===== config.mk =====
export PLATFORM = sky130hd
export DESIGN_NAME = cpu_mem_loader
export DESIGN_NICKNAME = d
export VERILOG_FILES = /design/src/rtl/cpu_mem_loader.sv
export SDC_FILE = /design/constraint.sdc
export NUM_CORES = 1
export LEC_CHECK = 0
export ABC_AREA = 1
export CORE_MARGIN = 3
export CORE_UTILIZATION = 46
export DETAILED_ROUTE_END_ITERATION = 12
export PLACE_DENSITY = 0.71
export SETUP_SLACK_MARGIN = 0.5
export SLEW_MARGIN = 15
export SYNTH_ARGS = -nofsm -noshare
export SYNTH_HDL_FRONTEND = slang
export SYNTH_SLANG_ARGS = --single-unit
export TNS_END_PERCENT = 100

===== constraint.sdc =====
create_clock -name clk -period 3.6 [get_ports clk]
set_input_delay 0.72 -clock clk [delete_from_list [all_inputs] [get_ports clk]]
set_output_delay 0.72 -clock clk [all_outputs]
set_load 0.05 [all_outputs]

===== src/rtl/cpu_mem_loader.sv =====
`default_nettype none
// ============================================================================
// Module  : cpu_mem_loader
// Purpose : Streams a program into a 16x8 memory while holding CPU2 in reset,
//           then serves as the CPU's async-read / sync-write memory port.
// Rev     : 1.0  initial release
// ============================================================================
module cpu_mem_loader #(
    parameter int DW         = 8,
    parameter int AW         = 4,
    parameter int DEPTH      = 16,
    parameter int RESET_HOLD = 2
) (
    input  logic          clk,
    input  logic          reset,
    input  logic          load_valid,
    input  logic [DW-1:0] load_data,
    input  logic          load_last,
    output logic          load_ready,
    input  logic          start_load,
    output logic          cpu_reset,
    input  logic [AW-1:0] address,
    input  logic          write,
    input  logic          read,
    input  logic [DW-1:0] memoryIn,
    output logic [DW-1:0] memoryOut,
    output logic [AW:0]   load_count,
    output logic          loaded
);

    localparam int              c_HW        = (RESET_HOLD > 1) ? $clog2(RESET_HOLD) : 1;
    localparam logic [c_HW-1:0] c_HOLD_LAST = c_HW'(RESET_HOLD - 1);
    localparam logic [c_HW-1:0] c_HOLD_ONE  = c_HW'(1);
    localparam logic [AW-1:0]   c_WPTR_LAST = AW'(DEPTH - 1);
    localparam logic [AW-1:0]   c_WPTR_ONE  = AW'(1);
    localparam logic [AW:0]     c_COUNT_MAX = (AW+1)'(DEPTH);
    localparam logic [AW:0]     c_COUNT_ONE = (AW+1)'(1);

    typedef enum logic [1:0] {
        S_IDLE = 2'd0,
        S_LOAD = 2'd1,
        S_HOLD = 2'd2,
        S_RUN  = 2'd3
    } state_t;

    state_t          r_state;
    state_t          w_next;
    logic [AW-1:0]   r_wptr;
    logic [AW:0]     r_count;
    logic [c_HW-1:0] r_hold;
    logic [DW-1:0]   r_mem [DEPTH];

    logic w_accept;
    logic w_load_done;
    logic w_cpu_wr;
    logic w_restart;
    logic w_unused_read;

    // The read strobe carries no function: reads are purely combinational.
    assign w_unused_read = read;

    always_ff @(posedge clk) begin
        if (!reset) begin
            r_state <= S_IDLE;
        end else begin
            r_state <= w_next;
        end
    end

    always_comb begin
        w_next      = r_state;
        load_ready  = 1'b0;
        cpu_reset   = 1'b1;
        loaded      = 1'b0;
        w_accept    = 1'b0;
        w_load_done = 1'b0;
        w_cpu_wr    = 1'b0;
        w_restart   = 1'b0;
        case (r_state)
            S_IDLE: begin
                w_next = S_LOAD;
            end
            S_LOAD: begin
                load_ready  = 1'b1;
                w_accept    = load_valid;
                // A full memory ends the load even without load_last.
                w_load_done = load_valid && (load_last || (r_wptr == c_WPTR_LAST));
                if (w_load_done) begin
                    w_next = S_HOLD;
                end
            end
            S_HOLD: begin
                if (r_hold == c_HOLD_LAST) begin
                    w_next = S_RUN;
                end
            end
            S_RUN: begin
                cpu_reset = 1'b0;
                loaded    = 1'b1;
                w_cpu_wr  = write;
                w_restart = start_load;
                if (start_load) begin
                    w_next = S_LOAD;
                end
            end
            default: begin
                w_next = S_IDLE;
            end
        endcase
    end

    always_ff @(posedge clk) begin
        if (!reset) begin
            r_wptr  <= '0;
            r_count <= '0;
            r_hold  <= '0;
        end else begin
            if (w_accept) begin
                if (r_wptr != c_WPTR_LAST) begin
                    r_wptr <= r_wptr + c_WPTR_ONE;
                end
                if (r_count != c_COUNT_MAX) begin
                    r_count <= r_count + c_COUNT_ONE;
                end
            end
            if (w_restart) begin
                r_wptr  <= '0;
                r_count <= '0;
            end
            if (r_state == S_HOLD) begin
                r_hold <= r_hold + c_HOLD_ONE;
            end else begin
                r_hold <= '0;
            end
        end
    end

    // Loader and CPU writes are never enabled in the same state.
    always_ff @(posedge clk) begin
        if (!reset) begin
            for (int i = 0; i < DEPTH; i++) begin
                r_mem[i] <= '0;
            end
        end else if (w_accept) begin
            r_mem[r_wptr] <= load_data;
        end else if (w_cpu_wr) begin
            r_mem[address] <= memoryIn;
        end
    end

    assign memoryOut  = r_mem[address];
    assign load_count = r_count;

endmodule
`default_nettype wire


After elaboration in Yosys (flattened, before gate mapping)

Memory sizes are Yosys's and may differ from the RTL's.
Index checks and enable logic that the tools add are counted.

Shifts and indexed selects: 0
Divide/modulo/power cells: 0
Multiply operators: 0
Reduce and logical (&&, ||, !) cells: 10
Add/subtract/negate cells: 3
Bitwise logic cells: 1
Multiplexer cells: 24
Equal/unequal tests: 9
Order comparisons: 0

Operators by type and width:

| operator                                       | count |
|---|---|
| two-way mux 1 bit                              | 16 |
| two-way mux 8 bit                              | 2 |
| OR reduction 8 bit                             | 2 |
| two-way mux 4 bit                              | 2 |
| case mux 2 bit (4 select lines)                | 1 |
| two-way mux 2 bit                              | 3 |
| != test 2 bit (second input constant)          | 3 |
| AND reduction 2 bit                            | 3 |
| adder 5 x 1 -> 5 bit (second input constant)   | 1 |
| != test 5 bit (second input constant)          | 1 |
| adder 4 x 1 -> 4 bit (second input constant)   | 1 |
| == test 2 bit (second input constant)          | 2 |
| == test 4 bit (second input constant)          | 1 |
| != test 4 bit (second input constant)          | 1 |
| AND reduction 3 bit                            | 1 |
| == test 2 x 1 -> 1 bit (second input constant) | 1 |
| zero test 2 bit                                | 1 |
| OR reduction 2 bit                             | 1 |
| adder 1 bit (second input constant)            | 1 |
| logical AND 1 bit                              | 1 |
| logical OR 1 bit                               | 1 |
| NOT 1 bit                                      | 1 |

Memories: 1
Bits in latches: 0
Input bits: 27
Memory bits (writable): 128
ROM bits: 0
Word-level logic and storage cells: 52
Register bits after elaboration: 12

Memory list:

| name  | depth | width | rd ports | clocked after Yosys merged registers in | write ports | RTL line | text |
|---|---|---|---|---|---|---|---|
| r_mem | 16    | 8     | 1        | 0                                       | 16          | 51       | `logic [DW-1:0] r_mem [DEPTH];` |

Logic depth before layout (Yosys ltp)

Gate-level depths: netlist of run 1.

Depth after elaboration: 8
Mapped depth: 10
Depth with buffers taken out: 9

Worst setup path after synthesis of run 1

No wires, ideal clock.

Kind: reg-to-reg
Start point: register r_state[1]
End point: memory r_mem[15][0], enable pin
Arrival time: 2312 ps
Buffers on the path: 1
Slack: 904 ps
Clock period less this slack: 2696 ps
Stages on the path, launching flop included: 8
Setup time: 384 ps
Cells stage by stage: dfxtp_1 -> inv_1 -> ha_1 -> nand2_2 -> buf_6 -> a21oi_4 -> nand3_4 -> o21ai_0

RTL lines:

| item                   | RTL line | text |
|---|---|---|
| from (decl)            | 46       | `state_t r_state;` |
| from (signal assigned) | 66       | `r_state <= w_next;` |
| to (decl)              | 51       |  |

Worst setup path after layout of run 1

Start point: input port address[0]
End point: output port memoryOut[2]

Cells in the longest elaborated chain, start to end: 1

Ends and longest elaborated chain:

| item                     | RTL line | text |
|---|---|---|
| from (decl)              | 22       | `input logic [AW-1:0] address,` |
| memory read (16 x 8 bit) | -        |  |
| to (decl)                | 26       | `output logic [DW-1:0] memoryOut,` |

No other way between the ends.

==> impl_metrics.toml, run 1 <==
[clock_tree]
h-tree-depth = 4
clockBufferDepth = 2
root_buffer = "clkbuf_16"
cts_sinks = 140
cts_inserted_buffers = 17
cts_tree = "built"
clk_latency_ns = 0.43
hold_buffers = 0
clkTransAtPathRegs_ns = 0.05

[global_route]
overflow = 0
grt_max_degree = 48
grt_pass1_vias = 5429
grt_usage = 0.218
grt_pass1_wl_mm = 27.7
antenna_found_initial = 0

[synthesis]
yosys.area.top_type = "edfxtp_1"
ys_types = 29
seq_area_frac_synth = 0.573
ys_warn_count = 0
synth-edff-count = 128
ys_top_cells_by_area = "edfxtp_1 (54%), nor2_1 (7.2%), nor3_1 (6.2%)"
synthFlopType = "edfxtp_1"
ys_async_sr_fraction = 0
synth_top_area_frac = 0.539
syn-num-nets = 756
netlist_instances = 723
ys_ff_latch = 140
syn_area_sq_um = 7130
avgSynthCellArea_sq_um = 9.86

[finish]
nNetsFinal = 794
multi_input_area_sq_um = 2600
drive_gt1_frac = 0.150
regArea_sq_um = 4080
fillCellCount = 1273
areaGrowthSynthToFinish_pct = 18.2
insertedDiodeCount = 0

[route]
drc = 0
vias = 5505
drt-total-wl_mm = 18.0
vias_per_cell = 5.75
drt-initial-drc-count = 677
ant_nets = 0
wl_per_cell_microns = 18.8
drtPass1Iterations = 5

[sta]
tightest_slew_ns = 0.827
setup_viol = 0
rsz0062_at_grt = "no"
slew_headroom = 0.445
whs_ns = 0.488
fin_crit_ns = 3.05
finalHoldViolCount = 0
fmax_mhz = 328
fin_skew_ns = 0.00637
timing.setup.tns_ns = 0
fin_crit_sh = 0.847
maxSlewViolCount = 0
setup_slack_ns = 0.549

[floorplanning]
die_h_microns = 130
start_util = 0.479
die_w_microns = 130
die_area_sq_um = 17000
rows = 44
ios = 43
coreArea_sq_um = 14900

[worst_hold_path]
min_path_type = "flip-flop to flip-flop"

[power]
powerDensity_nw_per_um2 = 517
p_leak_uw = 0.00317
ir_drop_uv = 402

[setup_path]
crit_type = "input port to primary output"
end_kind = "primary output"
path_max_fanout = 47
arrival_ns = 2.33
worstPathRequired_ns = 2.88
start_kind = "input port"

[flow_run]
cap_violations = 0

[status]
outcome = "complete, no violations"

[place]
pre_cts_ws_ns = 0.0999
portBuffers = 41
dp_hpwl_mm = 11.3
place.gp.congestion = 0.908
state kept, by name (all words and copies together) (netlist names):
signal and cells:
r_wptr 4, r_state 2, r_hold 1, load_count 5, r_mem 128
report_power, final:
part	internal, uW	leakage [uW]	switching (uW)
clock network	1070	0.000277	624
registers	1860	0.00142	38.3
logic	245	0.00147	523
through the flow:
stage	instance area (sq um)	utilization	std cells	total power (uW)
5_1_grt	8420	0.567	958	4500
6_report	8420	0.567	958	4360
3_5_place_dp	7800	0.525	925	2680
2_1_floorplan	7130	-	723	2430
3_3_place_gp	7800	0.525	925	2650
4_1_cts	8370	0.563	957	4360
worst paths after layout:
kind | from | end | slack (ns) | depth (start not counted)
worst min register to register | r_hold$_SDFF_PN0_ | r_hold$_SDFF_PN0_ | 0.49 | 3
worst max-delay path | address[0] | memoryOut[2] | 0.55 | 10
worst max register to register | r_state[0]$_SDFFE_PN0P_ | r_mem[12][6]$_SDFFCE_PN0P_ | 1.06 | 9
worst min-delay path | r_hold$_SDFF_PN0_ | r_hold$_SDFF_PN0_ | 0.49 | 3
cells in the mapped netlist, types with 2 or more instances:
| cell | count |
|---|---|
| nor3_1 | 88 |
| edfxtp_1 | 128 |
| o21ai_4 | 2 |
| buf_2 | 19 |
| nand3_1 | 46 |
| buf_4 | 8 |
| xor2_1 | 2 |
| o21ai_0 | 73 |
| a21oi_1 | 11 |
| clkbuf_1 | 19 |
| nand2_2 | 6 |
| inv_1 | 38 |
| nand3_4 | 5 |
| o21ai_2 | 6 |
| buf_1 | 3 |
| nand2_4 | 11 |
| buf_6 | 6 |
| clkinv_1 | 2 |
| nor2_8 | 2 |
| nand2_1 | 57 |
| nor3_2 | 8 |
| ha_1 | 6 |
| o211ai_1 | 24 |
| nor2_1 | 137 |
| dfxtp_1 | 12 |
worst max-delay path: stages:
cell and delay [ns]:
buf_2 0.13, clkinvlp_4 0.26, buf_12 0.27, nor2_1 0.12
nor2_1 0.04, o21ai_0 0.17, nand3_1 0.16, nand3_1 0.14
nand2_1 0.12, buf_12 0.17
cells by family (layout without fill, tap and decap cells):
| logic type | Yosys count | count (layout) | synth area share |
|---|---|---|---|
| buffers and inverters | 95 | 146 | 0.0639 |
| adder cells (fa/ha/maj) | 6 | 6 | 0.0105 |
| flip-flops | 140 | 140 | 0.573 |
| XOR/XNOR | 3 | 3 | 0.00369 |
| AO/OA/AOI/OAI | 117 | 117 | 0.0985 |
| AND/OR/NAND/NOR | 362 | 362 | 0.250 |
placed cells by master (no fill, tap or decap), drive strengths merged:
master and count:
clkinvlp 1, ha 6, dlymetal6s2s 1, nand2 74, xnor2 1, nor2 139
clkdlybuf4s50 31, inv 37, clkinv 11, bufinv 3, nand3 52, buf 41
a21oi 12, dfxtp 12, xor2 2, o211ai 24, nor3 96, clkbuf 21
o21ai 81, edfxtp 128, or2 1
timing repair:
action | in CTS | in global routing
buffers inserted | 0 | 0
pin swaps | 0 | 2
setup endpoints to repair | 8 | 8
endpoints found under the hold margin | 0 | 0
cloned | 0 | 1
resized for setup | 2 | 11
final cells by class:
type,instances,area share
timing repair buffer,74,0.0937
tap,184,0.0273
clock buffer,20,0.0518
inverter,40,0.0184
clock inverter,12,0.0152
sequential,140,0.485
multi-input combinational,488,0.309
metal layers:
| metal | GRT usage | share of wire | vias up |
|---|---|---|---|
| li1 | - | - | 2600 |
| met1 | 0.266 | 0.39 | 2610 |
| met2 | 0.380 | 0.50 | 260 |
| met3 | 0.0537 | 0.085 | 35 |
| met4 | 0.0732 | 0.023 | 0 |
| met5 | 0 | 0 | - |
(Power assumes the default switching activity.)
==> run 2: changes to the inputs <==
--- a/config.mk
+++ b/config.mk
@@ -9,7 +9,7 @@
 export CORE_MARGIN = 3
 export CORE_UTILIZATION = 46
 export DETAILED_ROUTE_END_ITERATION = 12
-export PLACE_DENSITY = 0.71
+export PLACE_DENSITY = 0.74
 export SETUP_SLACK_MARGIN = 0.5
 export SLEW_MARGIN = 15
 export SYNTH_ARGS = -nofsm -noshare
==> constraint.sdc (replaced) <==
create_clock -name clk -period 2.5 [get_ports clk]
set_input_delay 0.5 -clock clk [delete_from_list [all_inputs] [get_ports clk]]
set_output_delay 0.5 -clock clk [all_outputs]
set_load 0.05 [all_outputs]
==> run 2 against run 1 <==
Total power up 56%. Count of clock-buffer cells in the layout down 1. Worst hold slack better by 0.0070 ns. Sequential share of layout area down 5.9 points. Final cell count up 4.6%. Register-to-register slack worse by 0.53 ns. Flip-flop and latch count unchanged. Non-clock buffer count up 42. Worst setup slack worse by 0.31 ns. Wire length up 16%. Largest power group unchanged.
==> impl_metrics.toml, run 2 (same netlist as run 1, synthesis figures left out) <==
[setup_path]
path_max_fanout = 6
end_kind = "primary output"
crit_type = "input port to primary output"
start_kind = "input port"
worstPathRequired_ns = 2.00
arrival_ns = 1.76

[route]
vias_per_cell = 6.03
drc = 0
ant_nets = 0
wl_per_cell_microns = 20.9
drt-initial-drc-count = 558
vias = 6041
drt-total-wl_mm = 21.0
drtPass1Iterations = 6

[sta]
slew_headroom = 0.671
timing.setup.tns_ns = 0
rsz0062_at_grt = "yes"
maxSlewViolCount = 0
finalHoldViolCount = 0
fmax_mhz = 443
fin_skew_ns = 0.00755
fin_crit_sh = 0.903
tightest_slew_ns = 0.496
fin_crit_ns = 2.26
setup_viol = 0

[floorplanning]
start_util = 0.479
die_area_sq_um = 17000
die_h_microns = 130
ios = 43
rows = 44
die_w_microns = 130
coreArea_sq_um = 14900

[finish]
mostFrequentLayoutCells = "edfxtp_1 (128), nor2_1 (123), nor3_1 (86)"
layout_commonest_cell = "edfxtp_1"
areaGrowthSynthToFinish_pct = 34.9
insertedDiodeCount = 0
fillCellCount = 1054
drive_gt1_frac = 0.282
largest_reg_flops = 128
nNetsFinal = 838
utilization = 0.647
largest-register = "r_mem"

[global_route]
grt_max_degree = 33
grt_pass1_wl_mm = 31.0
grt_usage = 0.247
antenna_found_initial = 0
overflow = 0
grt_pass1_vias = 5967

[power]
power.total_uw = 6820
powerDensity_nw_per_um2 = 709
ir_drop_uv = 459
p_leak_uw = 0.00368

[clock_tree]
clk_latency_ns = 0.43
cts_sinks = 140
clockBufferDepth = 2
clkTransAtPathRegs_ns = 0.05
h-tree-depth = 4
cts_inserted_buffers = 17
root_buffer = "clkbuf_16"
cts_tree = "built"

[worst_hold_path]
min_path_type = "flip-flop to flip-flop"

[place]
place.gp.congestion = 0.886
portBuffers = 41
dp_hpwl_mm = 12.3

[status]
outcome = "complete, no violations"

[flow_run]
cap_violations = 0
==> run 2: cell count changes in the layout (fill, tap and decap cells not counted), moves of 8 or more <==
cell             before  now
o21ai_0              70   46
buf_12               10   30
nand2_4              11   27
nor2_1              137  123
nand2_1              52   39
nand3_1              46   33
nand3_2               1   14
buf_4                27   38
clkdlybuf4s50_1      31   20
nor2_2                0   11
o21ai_1               3   13
o21ai_2               6   16
dlygate4sd2_1         0    8
==> run 2: critical path, cell delays in order <==
cell and delay, ns:
buf_12 0.13, inv_16 0.09, buf_12 0.13, nor2_1 0.04, o211ai_1 0.37, nand3_1 0.21
nand2_4 0.13, buf_12 0.14
==> run 2: area by class of cell <==
class | count | area (sq um) | share of cell area
timing repair buffer | 116 | 1520 | 0.158
clock inverter | 13 | 174 | 0.0181
inverter | 40 | 176 | 0.0184
multi-input combinational | 490 | 2990 | 0.311
sequential | 140 | 4090 | 0.426
clock buffer | 19 | 433 | 0.0450
tap | 184 | 230 | 0.0239
==> run 2: layer usage <==
layer  vias up  track usage  part of all wire
met5         -            0                 0
li1       2712            -                 -
met1      2933        0.293              0.36
met3        83       0.0447             0.084
met2       313        0.426              0.51
met4         0        0.136             0.050
==> run 2: final timing paths <==
check                           from                   endpoint  slack, ns  depth (start not counted)
max                       address[0]               memoryOut[6]       0.24                          8
min                r_hold$_SDFF_PN0_          r_hold$_SDFF_PN0_       0.49                          3
min reg2reg        r_hold$_SDFF_PN0_          r_hold$_SDFF_PN0_       0.49                          3
max reg2reg  r_state[0]$_SDFFE_PN0P_  r_mem[7][3]$_SDFFCE_PN0P_       0.53                          9
==> run 2: metrics by stage <==
stage          cells  worst slack (ns)  cell area [sq um]  hold slack [ns]
3_3_place_gp     949           -0.0767               8320            0.475
4_1_cts          992             0.330               9350            0.481
3_5_place_dp     949            -0.101               8320            0.474
6_report        1002             0.243               9610            0.495
5_1_grt         1002             0.250               9610            0.510
2_1_floorplan    723             0.451               7310            0.448
==> run 2: what timing repair did <==
item | in CTS | in global routing
cloned | 7 | 3
hold buffers | 0 | 0
setup buffers | 4 | 7
resized for setup | 93 | 38
pin swaps | 36 | 29
endpoints found under the setup margin | 243 | 246
==> run 2: power breakdown <==
part,internal [uW],switching [uW]
combinational,548,891
clock,1660,969
sequential,2680,71.9
==> run 3: changes to the inputs <==
--- a/config.mk
+++ b/config.mk
@@ -5,11 +5,10 @@
 export SDC_FILE = /design/constraint.sdc
 export NUM_CORES = 1
 export LEC_CHECK = 0
-export ABC_AREA = 1
 export CORE_MARGIN = 3
-export CORE_UTILIZATION = 46
+export CORE_UTILIZATION = 40
 export DETAILED_ROUTE_END_ITERATION = 12
-export PLACE_DENSITY = 0.74
+export PLACE_DENSITY = 0.67
 export SETUP_SLACK_MARGIN = 0.5
 export SLEW_MARGIN = 15
 export SYNTH_ARGS = -nofsm -noshare
==> run 3 against run 2 <==
Synthesized cell count shrank 26%. Global-route usage down 6.3 points. Total power fell by 6.7%. Worst setup slack lost 0.076 ns. Clock skew decreased by 0.0022 ns. Clock power decreased by 7.6%. Combinational power decreased by 17%. Die area increased by 12%. Maximum frequency is 3.2% lower. First-iteration DRC count shrank 32%.
==> impl_metrics.toml, run 3 <==
[sta]
maxSlewViolCount = 0
slew_headroom = 0.654
finalHoldViolCount = 0
fin_crit_sh = 0.933
fin_skew_ns = 0.00532
fin_crit_ns = 2.33
setup_slack_ns = 0.167
timing.setup.tns_ns = 0
rsz0062_at_grt = "yes"
setup_viol = 0
fmax_mhz = 429
tightest_slew_ns = 0.518

[route]
drtPass1Iterations = 5
drc = 0
wl_met2_mm = 8.67
vias_per_cell = 5.49
met3_length_mm = 1.03
ant_nets = 0
wl_per_cell_microns = 20.0
wl_met1_mm = 7.31
drt-total-wl_mm = 17.3
drt-initial-drc-count = 380
vias = 4757
highest_layer = "met4"

[floorplanning]
rows = 47
ios = 43
coreArea_sq_um = 16800
die_w_microns = 138
die_area_sq_um = 19100
start_util = 0.415
die_h_microns = 138

[global_route]
grt_usage = 0.184
antenna_found_initial = 0
grt_pass1_wl_mm = 27.3
grt_pass1_vias = 4950
overflow = 0
grt_max_degree = 31

[place]
place.gp.congestion = 0.801
place_area_sq_um = 8490
dp_hpwl_mm = 12.3
pre_cts_ws_ns = -0.0812
portBuffers = 41

[synthesis]
synth-edff-count = 128
yosysMostFrequentCell = "nor2_1"
syn-num-nets = 565
yosys.area.top_type = "edfxtp_1"
ys_warn_count = 0
ys_types = 52
seq_area_frac_synth = 0.585
ys_async_sr_fraction = 0
avgSynthCellArea_sq_um = 13.1
ys_top_cells_by_area = "edfxtp_1 (55%), mux4_2 (10%), nor2_1 (7.2%)"
synthFlopType = "edfxtp_1"
syn_area_sq_um = 6990
netlist_instances = 532
yosys-top-cells-count = "nor2_1 (134), edfxtp_1 (128), nand2_1 (38), mux4_2 (32), buf_2 (17)"
ys_ff_latch = 140
synth_top_area_frac = 0.550

[setup_path]
worstPathRequired_ns = 2.00
start_kind = "input port"
arrival_ns = 1.83
path_max_fanout = 7
end_kind = "primary output"
crit_type = "input port to primary output"
reg2reg_depth = 6

[clock_tree]
root_buffer = "clkbuf_16"
cts_inserted_buffers = 17
clk_latency_ns = 0.42
cts_sinks = 140
h-tree-depth = 4
clockBufferDepth = 2
clkTransAtPathRegs_ns = 0.06
cts_tree = "built"

[power]
ir_drop_uv = 421
powerDensity_nw_per_um2 = 668
p_leak_uw = 0.00342

[finish]
utilization = 0.566
layout_commonest_cell = "nor2_1"
mostFrequentLayoutCells = "nor2_1 (133), edfxtp_1 (128), buf_4 (47)"
nNetsFinal = 666
fin_area_sq_um = 9530
insertedDiodeCount = 0
drive_gt1_frac = 0.385
largest-register = "r_mem"
largest_reg_flops = 128
areaGrowthSynthToFinish_pct = 36.4

[worst_hold_path]
min_path_type = "flip-flop to flip-flop"
hold_path_depth = 2

[status]
outcome = "complete, no violations"

[flow_run]
cap_violations = 0
==> run 3: per-stage QoR <==
stage,power (uW),std cells,hold WS (ns)
after global routing,6580,866,0.580
after detailed placement,3880,819,0.544
after CTS,6310,856,0.557
final,6360,866,0.548
after floorplan,3480,532,0.530
after global placement,3850,819,0.538
==> run 3: repair_timing <==
item,in CTS,in global routing
pin swaps,12,13
setup endpoints to repair,119,215
setup buffers,3,10
resized for setup,39,30
hold buffers,0,0
cloned,2,0
==> run 3: cell families (layout without fill, tap and decap cells) <==
logic type      after synthesis  count (layout)  synth area share
flops                       140             140             0.585
mux                          51              51             0.140
simple gates                226             226             0.151
compound gates               61              61            0.0725
buf+inv                      43             157            0.0347
fa+ha+maj                     6               6            0.0107
xor+xnor                      5               5           0.00627
==> run 3: path summary, 6_finish.rpt <==
kind / from / end / slack [ns]
setup / recovery: address[0] / memoryOut[7] / 0.17
hold / removal: load_count[4]$_SDFFE_PP0P_ / load_count[4]$_SDFFE_PP0P_ / 0.55
setup reg to reg: r_state[1]$_SDFFE_PN0P_ / r_mem[14][2]$_SDFFCE_PN0P_ / 0.50
hold reg to reg: load_count[4]$_SDFFE_PP0P_ / load_count[4]$_SDFFE_PP0P_ / 0.55
==> run 3: power by group <==
| part | total (uW) | leakage [uW] | switching (uW) | internal (uW) |
|---|---|---|---|---|
| sequential | 2740 | 0.00142 | 67.8 | 2680 |
| clock | 2420 | 0.000273 | 959 | 1460 |
| combinational | 1200 | 0.00173 | 652 | 544 |
| total | 6360 | 0.00342 | 1680 | 4680 |
==> run 3: per-layer routing <==
layer	up-vias	global-route usage
li1	2190	-
met1	2383	0.243
met2	161	0.299
met3	23	0.0494
met4	0	0.0567
met5	-	0
==> run 3: critical path, cell delays in order <==
cell	delay, ns
buf_16	0.13
buf_12	0.14
mux4_2	0.53
a22oi_2	0.25
nand2_4	0.10
buf_12	0.16
==> run 3: area by class of cell <==
class,instances,area (sq um)
fillers,1346,7290
inverters,8,30.0
repair buffers,117,1400
flip-flops and latches,140,4090
multi-input cells,349,3160
well taps,220,275
clock buffers,17,425
clock inverters,15,149
